===== src/rtl/alu_control_unit.sv =====
// alu_control_unit: sequencing FSM driving the arithmetic_unit control word for add/sub, Booth multiply and restoring divide
module alu_control_unit (
  input  logic       clk,
  input  logic       rst,
  input  logic       start,
  input  logic [1:0] op,
  input  logic       q0,
  input  logic       qm1,
  input  logic       a_msb,
  input  logic       m_zero,
  output logic [7:0] c,
  output logic       busy,
  output logic       done,
  output logic       div_err
);
  typedef enum logic [2:0] {IDLE, INIT, EVAL, SHIFT, LSH, SUB, FIX, DONE} state_t;
  state_t state_q, state_d;
  logic [1:0] op_q, op_d;
  logic [2:0] cnt_q, cnt_d;
  logic err_q, err_d;
  always_ff @(posedge clk) begin
    if (rst) begin
      state_q <= IDLE;
      op_q <= 2'b00;
      cnt_q <= 3'd0;
      err_q <= 1'b0;
    end else begin
      state_q <= state_d;
      op_q <= op_d;
      cnt_q <= cnt_d;
      err_q <= err_d;
    end
  end
  always_comb begin
    state_d = state_q;
    op_d = op_q;
    cnt_d = cnt_q;
    err_d = err_q;
    c = 8'h00;
    case (state_q)
      IDLE: if (start) begin
        op_d = op;
        state_d = op[1] ? INIT : DONE;
      end
      INIT: begin
        c[4] = 1'b1;
        cnt_d = 3'd0;
        err_d = (op_q == 2'b11) & m_zero;
        state_d = (op_q == 2'b10) ? EVAL : (m_zero ? DONE : LSH);
      end
      EVAL: begin
        c[0] = q0 ^ qm1;
        c[1] = q0 & ~qm1;
        state_d = SHIFT;
      end
      SHIFT: begin
        c[3] = 1'b1;
        cnt_d = cnt_q + 3'd1;
        state_d = (cnt_q == 3'd7) ? DONE : EVAL;
      end
      LSH: begin
        c[2] = 1'b1;
        state_d = SUB;
      end
      SUB: begin
        c[0] = 1'b1;
        c[1] = 1'b1;
        state_d = FIX;
      end
      FIX: begin
        c[0] = a_msb;
        c[5] = ~a_msb;
        cnt_d = cnt_q + 3'd1;
        state_d = (cnt_q == 3'd7) ? DONE : LSH;
      end
      DONE: begin
        c[6] = 1'b1;
        err_d = 1'b0;
        state_d = IDLE;
      end
      default: state_d = IDLE;
    endcase
  end
  assign busy = state_q != IDLE;
  assign done = state_q == DONE;
  assign div_err = done & err_q;
endmodule


===== config.mk =====
export PLATFORM = sky130hd
export DESIGN_NAME = alu_control_unit
export DESIGN_NICKNAME = d
export VERILOG_FILES = /design/src/rtl/alu_control_unit.sv
export SDC_FILE = /design/constraint.sdc
export NUM_CORES = 1
export LEC_CHECK = 0
export CORE_UTILIZATION = 25
export CTS_CLUSTER_DIAMETER = 60
export CTS_CLUSTER_SIZE = 16
export DETAILED_ROUTE_END_ITERATION = 8
export PLACE_DENSITY = 0.6
export SLEW_MARGIN = 10
export SYNTH_ARGS = -nofsm -noshare
export SYNTH_HDL_FRONTEND = slang
export SYNTH_SLANG_ARGS = --single-unit

===== constraint.sdc =====
create_clock -name clk -period 1.3 [get_ports clk]
set_input_delay 0.26 -clock clk [delete_from_list [all_inputs] [get_ports clk]]
set_output_delay 0.26 -clock clk [all_outputs]
set_load 0.03 [all_outputs]

## Word level (Yosys, flattened, before mapping)

Cells that the tools add are included.

| storage, ports and cells | value |
|---|---|
| register bits | 9 |
| input bits | 9 |
| output and inout port bits | 11 |
| word-level logic and storage cells | 44 |

| operators by class | value |
|---|---|
| add/subtract/negate cells | 1 |
| eq/ne operators | 11 |
| mux-type cells | 16 |
| bitwise logic cells | 6 |
| reduce and logical (&&, ||, !) cells | 6 |

Operators with widths:

| operator | count |
|---|---|
| one-hot mux 3 bit (8 select lines) | 1 |
| equality test 3 bit, second input constant | 5 |
| 2-to-1 mux 3 bit | 4 |
| equality test 3 x 2 -> 1 bit, second input constant | 2 |
| one-hot mux 3 bit (2 select lines) | 1 |
| 2-to-1 mux 1 bit | 5 |
| equality test 2 bit, second input constant | 2 |
| 2-to-1 mux 2 bit | 2 |
| one-hot mux 1 bit (2 select lines) | 2 |
| nonzero test 2 bit | 2 |
| adder 3 x 1 -> 3 bit, second input constant | 1 |
| AND 1 bit | 3 |
| equality test 3 x 1 -> 1 bit, second input constant | 1 |
| logical NOT 3 bit | 1 |
| one-hot mux 1 bit (3 select lines) | 1 |
| nonzero test 3 bit | 1 |
| inequality test 2 bit, second input constant | 1 |
| NOT 1 bit | 2 |
| AND reduction 2 bit | 1 |
| OR reduction 2 bit | 1 |
| bitwise XOR 1 bit | 1 |

## Depth between registers and ports, before layout

Gate-level depths: netlist (run 1).

| logic depth | value |
|---|---|
| depth in word-level cells | 3 |
| depth in mapped cells | 5 |
| gate-level depth less buffers | 5 |

## Least setup slack after synthesis (run 1)

OpenSTA, ideal clock, no wires.

| timing path | value |
|---|---|
| kind | flip-flop to output port |
| start | reg state_q[2] |
| end | out c[2] |
| arrival | 1,472 ps |
| data required time | 1,040 ps |
| setup slack | -432 ps |
| stages on the path, launching flop included | 4 |
| buffers on the path | 2 |
| cells stage by stage | dfxtp_1 -> buf_2 -> buf_2 -> nor3b_1 |

| between the ends | value |
|---|---|
| cells in the longest elaborated chain, start to end | 2 |

RTL lines:

| what | line | text |
|---|---|---|
| start, declared | 17 | `state_t state_q, state_d;` |
| start signal, assigned | 28 | `state_q <= state_d;` |
| equality test 3 bit | 40 | `case (state_q)` |
| 2-to-1 mux 1 bit | 40 |  |
| end, declared | 11 | `output logic [7:0] c,` |

Every way passes these cells.

## Final worst setup path (run 1)

| timing path | value |
|---|---|
| start | reg state_q[0] |
| end | out c[0] |

| between the ends | value |
|---|---|
| cells in the longest elaborated chain, start to end | 2 |
| elaborated cells on any way between the ends | 4 |
| those cells by class | eq/ne (3); mux (1) |

RTL lines:

| what | line |
|---|---|
| equality test 3 bit or equality test 3 x 2 -> 1 bit (tied branches) | 40 |
| one-hot mux 1 bit (3 select lines) * | 40 |

Mark *: on every way between the ends. The rest lies on a longest branch, timed or not.

==> results of run 1 <==
[logic make-up after synthesis]
group / share of synthesized area
buf+inv: 0.08773
other cells: 0.005479
compound gates: 0.2267
simple gates: 0.3053
xor+xnor: 0.01280
flops: 0.2633
fa+ha+maj: 0.05485
mux: 0.04388
[metal layers]
layer | vias to the layer above | GRT usage | wire (um)
met4 | 0 | 0.09829 | 61
met5 | - | 0 | 0
met3 | 6 | 0.03056 | 58
met1 | 334 | 0.1898 | 925
li1 | 374 | - | -
met2 | 18 | 0.2012 | 897
[placed cells by master (no fill, tap or decap), types with 2 or more instances in the layout]
master	count
dfxtp_1	5
buf_4	22
clkbuf_4	3
mux2i_1	3
ha_4	3
nor3b_4	4
dlygate4sd2_1	2
nand2_1	6
nand2b_4	2
a211oi_2	2
and3_1	2
inv_2	2
nor2b_1	2
dfxtp_2	3
buf_6	14
nor2_1	6
a211oi_1	3
a31oi_1	2
buf_12	4
a2bb2oi_1	2
clkdlybuf4s50_1	6
[registers in the layout, summed over array words and instances (netlist names)]
signal,flops
cnt_q,3
err_q,1
op_q,2
state_q,3
[cell type report]
type	instances	area (um2)
Clock buffer	4	26.28
Sequential cell	9	187.7
Multi-Input combinational cell	60	583.1
Inverter	2	7.507
Tap cell	30	37.54
Timing Repair Buffer	48	480.5
Fill cell	228	1200
[power by group]
part,switching (W),total (W),internal [W]
clock network,0.000115,0.000234,0.000119
logic,0.000514,0.00116,0.000648
registers,0.0000486,0.000379,0.000330
[metrics by stage]
step	cell area, um2	total power, W	worst slack, ns
after CTS	1256	0.001695	-0.2797
after global routing	1323	0.001867	-0.3205
after floorplan	773.2	0.0009585	-0.03962
after detailed placement	1027	0.001164	-0.7213
final	1323	0.001774	-0.2766
after global placement	1027	0.001153	-0.7056
[worst paths after layout]
path                  end
setup reg to reg  op_q[1]
hold / removal      err_q
setup / recovery     c[0]
hold reg to reg     err_q
[worst max-delay path, delay by kind of cell, from the launching register on]
| family | cells | cell delay [ns] |
|---|---|---|
| AOI/OAI and AO/OA | 2 | 0.24 |
| buffers and inverters | 2 | 0.28 |
| DFF | 1 | 0.36 |
| and+or+nand+nor | 1 | 0.16 |
[timing repair]
item | CTS | global route
buffers inserted | 10 | 3
pin swaps | 8 | 2
endpoints found under the hold margin | 0 | 0
setup endpoints to repair | 17 | 18
gates resized for setup | 37 | 6
==> results.md, run 1 <==
* Status: complete, but fails checks
* Violated checks: negative setup slack
* Row count at 18
* Area delta synth->final at 93.24%
* Final WS setup at -0.2766 ns
* Final setup fails at 16
* Dpl hpwl at ~1.2 mm
* Setup crit start: state_q[0]
* Worst setup SP type: flip-flop
* Port buffer count at 18
* Routed length per instance at roughly 13 um
* Starting Density at 0.2713
* Hold wc startpoint: err_q
* CP peak stage delay at 0.36 ns
* Hold WC Path Type: flip-flop to flip-flop
* CTS Buffer Depth at 2
* Later-pin clock latency in the skew report at between 0.2 and 0.3 ns
* Count leader, synth: dfxtp_1
* Unrepaired setup endpoints after global routing: yes
* DR vias at 732
* Largest net degree at the start of global routing at 15
* Hold Path Depth at 2
* Max Slew Vio Count at 0
* DRT Wirelength at slightly below 2 mm
* Mapped Area at about 680 um2
* GRT Total Usage at 0.1425
* Arrival time worst endpoint at between 1 and 1.5 ns
* Max Cap Viol at 0
* R2r setup slk at -0.13 ns
* Leakage power at 0.5645 nW
* Die W at 54.32 um
* Initial antenna violation count at 0
* Die ar. at ~3000 um2
* Nets@finish at ~140
* Minimum clock period at approximately 1.6 ns
* Share of the synthesized area in the top cell type at 0.2633
* Reg2Reg Depth at 6
* Post-route DRC at 0
* Critical R2R Launch: state_q[0]
* CTS tree: yes
* Yosys cell types at 38
* Cell Count, Final, Fillers Out at 153
* Antenna-violating nets left at 0
* Layout cell share with drive strength beyond 1 at 0.5610
* DRT Pass-1 Iters at 3
* Core Area at between 2000 and 3000 um2
* RePlAce Congestion at ~0.67
* CTS Sinks at 9
* Critical path data required time at ~1.0 ns
* Final Util at 0.5243
* WS Path Type: flip-flop to primary output
* Async SR Flop Fraction at 0
* PD cells at around 1300 nW/um2
* Gr ovfl total at 0
* Hold buffers post-CTS at 0
* First-pass GRT wire length at around 3.0 mm
* Crit end category: primary output
* FF+latch count, synth at 9
* I/O pin count at 20
* Worst-path clk slew at 0.07 ns
* Synth Flop Type: dfxtp_1
* VDD IR-drop max at just under 0.8 mV
* Top cells by count, synth: dfxtp_1, nand2_1, nor2_1, a211oi_1
* Yosys top cell by area: dfxtp_1
* Cells after Synth at 79
* Tcrit/Tclk final at 1.213
* Initial DRC Count at 5
* CTS Buf Count at 3
* Sequential area share after synthesis at 0.2633
* Syn Nets at 91
* Post-DR vias/cell at about 4.8
* Avg Inst Size Synth at between 8 and 9 um2
* Fmax at roughly 630 MHz
* Synth area leaders: dfxtp_1, a211oi_1, ha_1
* Yosys warnings at 0
* Critical Path Fanout Max at 3
* Crit-path cells: and2b_1 > buf_4 > o21ai_2 > o21ai_4 > buf_6
* H-tree lvl count at 1
* Final hold vios at 0
* Vias in the first global route at ~680
* ANT cells at 0
* Placed Cells at about 140
* Worst path slowest cell: dfxtp_4
* Final Skew at 0.0008194 ns
* Number of synthesized flops with an enable pin at 0
* Worst hold margin at approximately 0.50 ns
* Chip height at ~54 um
* Final setup TNS at -2.456 ns
* Root Buffer: clkbuf_4
(Power assumes the default switching activity.)
==> inputs of run 2 (changes only) <==
--- a/config.mk
+++ b/config.mk
@@ -6,8 +6,7 @@
 export NUM_CORES = 1
 export LEC_CHECK = 0
 export CORE_UTILIZATION = 25
-export CTS_CLUSTER_DIAMETER = 60
-export CTS_CLUSTER_SIZE = 16
+export CTS_CLUSTER_DIAMETER = 50
 export DETAILED_ROUTE_END_ITERATION = 8
 export PLACE_DENSITY = 0.6
 export SLEW_MARGIN = 10
==> results of run 2 <==
Same layout as run 1: the final DEF is identical, and so are final timing and power.
==> patch 1: new RTL, settings of run 1 <==
Reset style: asynchronous (`rst`), changed in one clocked block.
--- a/src/rtl/alu_control_unit.sv
+++ b/src/rtl/alu_control_unit.sv
@@ -18,7 +18,7 @@
   logic [1:0] op_q, op_d;
   logic [2:0] cnt_q, cnt_d;
   logic err_q, err_d;
-  always_ff @(posedge clk) begin
+  always_ff @(posedge clk or posedge rst) begin
     if (rst) begin
       state_q <= IDLE;
       op_q <= 2'b00;
Formal check against the unedited RTL: differs if rst is asserted again (counterexample within 4 cycles, from zero or initial values and one cycle with rst high); with rst held inactive, the same outputs for 10 cycles.
==> patch 1 against run 1 <==
Worst setup slack better by 0.041 ns. Count of clock-buffer cells in the layout unchanged. Sequential cell count unchanged. Sequential share of layout area up 6.7 points. Final area down 18%. Critical path type unchanged. The flow still finishes with violations (negative setup slack). Area after synthesis down 10%. Power up 41%. Sequential power up 31%. Wire length down 19%.
==> patch 1: results (changes against run 1) <==
syn_nets 77 (-15%); Post-synth top flop dfrtp_1; Final Setup Violations 12 (-4); HP Class primary input to asynchronous set/reset pin; PostCTS Resize Cnt 26 (-30%); drt pass-1 iters 4 (+1); top cells by count, synth dfrtp_1, o21ai_1; Area contributors post-synth dfrtp_1, ha_1, buf_4; WP data arrival 1.28 ns (-0.04 ns); GR Util All Layers 13.4% (-0.83 points); Peak VDD IR 1.04 mV (+33%); status complete, but fails checks; Slowest Stage Delay on Critical Path 0.39 ns (+0.03 ns); origin of the critical flop-to-flop path state_q[1]; CP max stage cell dfrtp_1; top sig layer met3; setup bufs post-CTS 12 (+2); Net Sw Frac 41.5% (+3.3 points); WL met3 57 µm (-1.7%); min setup slack post-route -0.236 ns (+0.0405 ns); Synth async-reset ratio 100% (+100 points); P_comb 1.79 mW (+54%); R2R Setup Slk -0.08 ns (+0.05 ns); CP startpoint state_q[2]; Worst Clk Skew 0.00806 ns (+0.00724 ns); Layout fillers 224 (-1.8%); Yosys cell types 32 (-16%); met3 usage 5.26% (+2.2 points); post-place setup slack -0.428 ns (+0.293 ns); leakage power 0.500 nW (-11%); met1 usage in global routing 15.8% (-3.1 points); Final #Nets 114 (-16%); final RePlAce weighted congestion 0.734 (+8.8%); via/cell ratio 4.85 (+1.4%); complex-gate fraction of the synthesized area 17.7% (-5.0 points); layout cells sized above 1 52.5% (-3.6 points); sequential share of the synthesized area 36.7% (+10 points); mux contribution to synthesized area 5.50% (+1.1 points); failing checks negative setup slack; Met2 Wirelength 823 µm (-8.2%); WL final 1580 µm (-19%); critical path peak fanout 13 (+10); Metal-1 WL 695 µm (-25%); first-pass GRT wire length 2630 µm (-11%); HPWL Detailed 1030 µm (-17%); XOR/XNOR Fraction of Synth Area 0% (-1.3 points); Clock power frac 8.6% (-4.6 points); vias in the first global route 615 (-9.0%); met2 Usage GRT 23.4% (+3.3 points); FF-to-FF End op_q[1]; largest net degree at the start of global routing 14 (-1); Critical path destination div_err; drt initial violations 12 (+7); post-synthesis adder-cell area fraction 6.11% (+0.63 points); Worst R2R Path Depth 4 (-2)
## patch 1: changes by cell type after synthesis, sizes merged, moves of 4 or more
cell / change
a21oi: +5
a211oi: -5
dfrtp: +9
nand2: -4
dfxtp: -9
## patch 1: cell type report
class | count | share of cell area, %
tap | 28 | 3.24
multi-input combinational | 47 | 38.8
inverter | 3 | 1.04
sequential | 9 | 20.9
timing repair buffer | 38 | 33.6
clock buffer | 4 | 2.43
## patch 1: metrics by stage
step | power, mW | setup TNS [ns] | instance area [µm²] | hold WS, ns | cells
6_report | 2.50 | -2.19 | 1080 | 0.263 | 129
5_1_grt | 2.68 | -2.92 | 1080 | 0.300 | 129
3_3_place_gp | 1.76 | -1.22 | 853 | 0.490 | 112
4_1_cts | 2.42 | -2.34 | 1030 | 0.264 | 129
3_5_place_dp | 1.78 | -1.36 | 853 | 0.495 | 112
2_1_floorplan | 1.48 | -0.0667 | 661 | 0.0879 | 65
==> patch 2: new RTL, config.mk and constraints of run 1 <==
Made on the original files. Add an input register stage for `start`, `op`, `q0`, `qm1`, `a_msb` and `m_zero`, cleared by the reset; this delays them by one clock.
--- a/src/rtl/alu_control_unit.sv
+++ b/src/rtl/alu_control_unit.sv
@@ -14,6 +14,32 @@
   output logic       div_err
 );
   typedef enum logic [2:0] {IDLE, INIT, EVAL, SHIFT, LSH, SUB, FIX, DONE} state_t;
+
+  logic start_q;
+  logic [1:0] op_r;
+  logic q0_q;
+  logic qm1_q;
+  logic a_msb_q;
+  logic m_zero_q;
+
+  always_ff @(posedge clk) begin
+    if (rst) begin
+      start_q  <= '0;
+      op_r     <= '0;
+      q0_q     <= '0;
+      qm1_q    <= '0;
+      a_msb_q  <= '0;
+      m_zero_q <= '0;
+    end else begin
+      start_q  <= start;
+      op_r     <= op;
+      q0_q     <= q0;
+      qm1_q    <= qm1;
+      a_msb_q  <= a_msb;
+      m_zero_q <= m_zero;
+    end
+  end
+
   state_t state_q, state_d;
   logic [1:0] op_q, op_d;
   logic [2:0] cnt_q, cnt_d;
@@ -38,19 +64,19 @@
     err_d = err_q;
     c = 8'h00;
     case (state_q)
-      IDLE: if (start) begin
-        op_d = op;
-        state_d = op[1] ? INIT : DONE;
+      IDLE: if (start_q) begin
+        op_d = op_r;
+        state_d = op_r[1] ? INIT : DONE;
       end
       INIT: begin
         c[4] = 1'b1;
         cnt_d = 3'd0;
-        err_d = (op_q == 2'b11) & m_zero;
-        state_d = (op_q == 2'b10) ? EVAL : (m_zero ? DONE : LSH);
+        err_d = (op_q == 2'b11) & m_zero_q;
+        state_d = (op_q == 2'b10) ? EVAL : (m_zero_q ? DONE : LSH);
       end
       EVAL: begin
-        c[0] = q0 ^ qm1;
-        c[1] = q0 & ~qm1;
+        c[0] = q0_q ^ qm1_q;
+        c[1] = q0_q & ~qm1_q;
         state_d = SHIFT;
       end
       SHIFT: begin
@@ -68,8 +94,8 @@
         state_d = FIX;
       end
       FIX: begin
-        c[0] = a_msb;
-        c[5] = ~a_msb;
+        c[0] = a_msb_q;
+        c[5] = ~a_msb_q;
         cnt_d = cnt_q + 3'd1;
         state_d = (cnt_q == 3'd7) ? DONE : LSH;
       end
Formal check against the unedited RTL: not equivalent (Yosys sat finds a counterexample within 4 cycles, from zero or initial values and one cycle with rst high).
==> patch 2 against run 1 <==
The flow still finishes with violations (negative setup slack). Wire length is 8.8% higher. Non-clock buffer count is 3 lower. Cell count is 19% higher. Power is 70% higher. Area after synthesis is 27% higher. Sequential cell count is 7 higher. Critical path depth stayed put. Final area is 11% higher. Worst setup slack better by 0.031 ns. Critical endpoint is now c[1]. Largest cell class unchanged. Highest routed layer unchanged.
==> patch 2: results (changes against run 1) <==
complex-gate fraction of the synthesized area 18.0% (-4.6 points); hold slack 0.464 ns (-0.0336 ns); min setup slack post-route -0.245 ns (+0.0314 ns); GR Util All Layers 12.7% (-1.6 points); PostCTS Resize Cnt 29 (-22%); via/cell ratio 4.44 (-7.2%); CP startpoint state_q[2]; critical path peak fanout 4 (+1); failing checks negative setup slack; largest net degree at the start of global routing 14 (-1); CTS clk-pin slew, worst paths 0.09 ns (+0.02 ns); Area contributors post-synth dfxtp_1, nor2b_1, ha_1; first-pass GRT wire length 3480 µm (+18%); leakage power 0.591 nW (+4.7%); post-place setup slack -0.0655 ns (+0.656 ns); mux contribution to synthesized area 0% (-4.4 points); XOR/XNOR Fraction of Synth Area 1.01% (-0.27 points); Peak VDD IR 1.02 mV (+31%); final non-filler cell total 182 (+19%); R2R Setup Slk 0 ns (+0.13 ns); Placement Cell Area 0.00115 mm² (+12%); FF-to-FF End cnt_q[2]; Critical path destination c[1]; Top Registers cnt_q x3, state_q x3; placed insts 166 (+22%); setup bufs post-CTS 11 (+1); hold wc startpoint op_r[0]; status complete, but fails checks; HPWL Detailed 1430 µm (+15%); WP data arrival 1.29 ns (-0.03 ns); top cells by count, synth dfxtp_1, nor2b_1, o21ai_0; syn_nets 108 (+19%); sequential share of the synthesized area 36.9% (+11 points); Final Setup Violations 10 (-6)
patch 2: metal layers:
layer	global-route usage [%]	routed length [µm]	vias up
met3	0.640	45	2
met5	0	0	-
met1	14.7	934	377
li1	-	-	416
met2	23.2	1110	13
met4	6.82	27	0
patch 2: where the power goes:
part | switching (mW) | internal (mW) | total, mW
combinational | 0.979 | 1.09 | 2.07
sequential | 0.0910 | 0.599 | 0.690
clock | 0.144 | 0.107 | 0.251
total | 1.21 | 1.80 | 3.01
patch 2: critical path, delay by kind of cell (launching register included):
family | cells | cell delay [ns]
DFF | 1 | 0.37
buffers and inverters | 2 | 0.26
and+or+nand+nor | 3 | 0.38
patch 2: area by class of cell:
class | instances | area, µm²
inverter | 3 | 11.3
timing repair buffer | 45 | 437
tap | 46 | 57.6
multi-input combinational | 69 | 614
clock buffer | 3 | 22.5
fill | 320 | 1860
sequential | 16 | 332
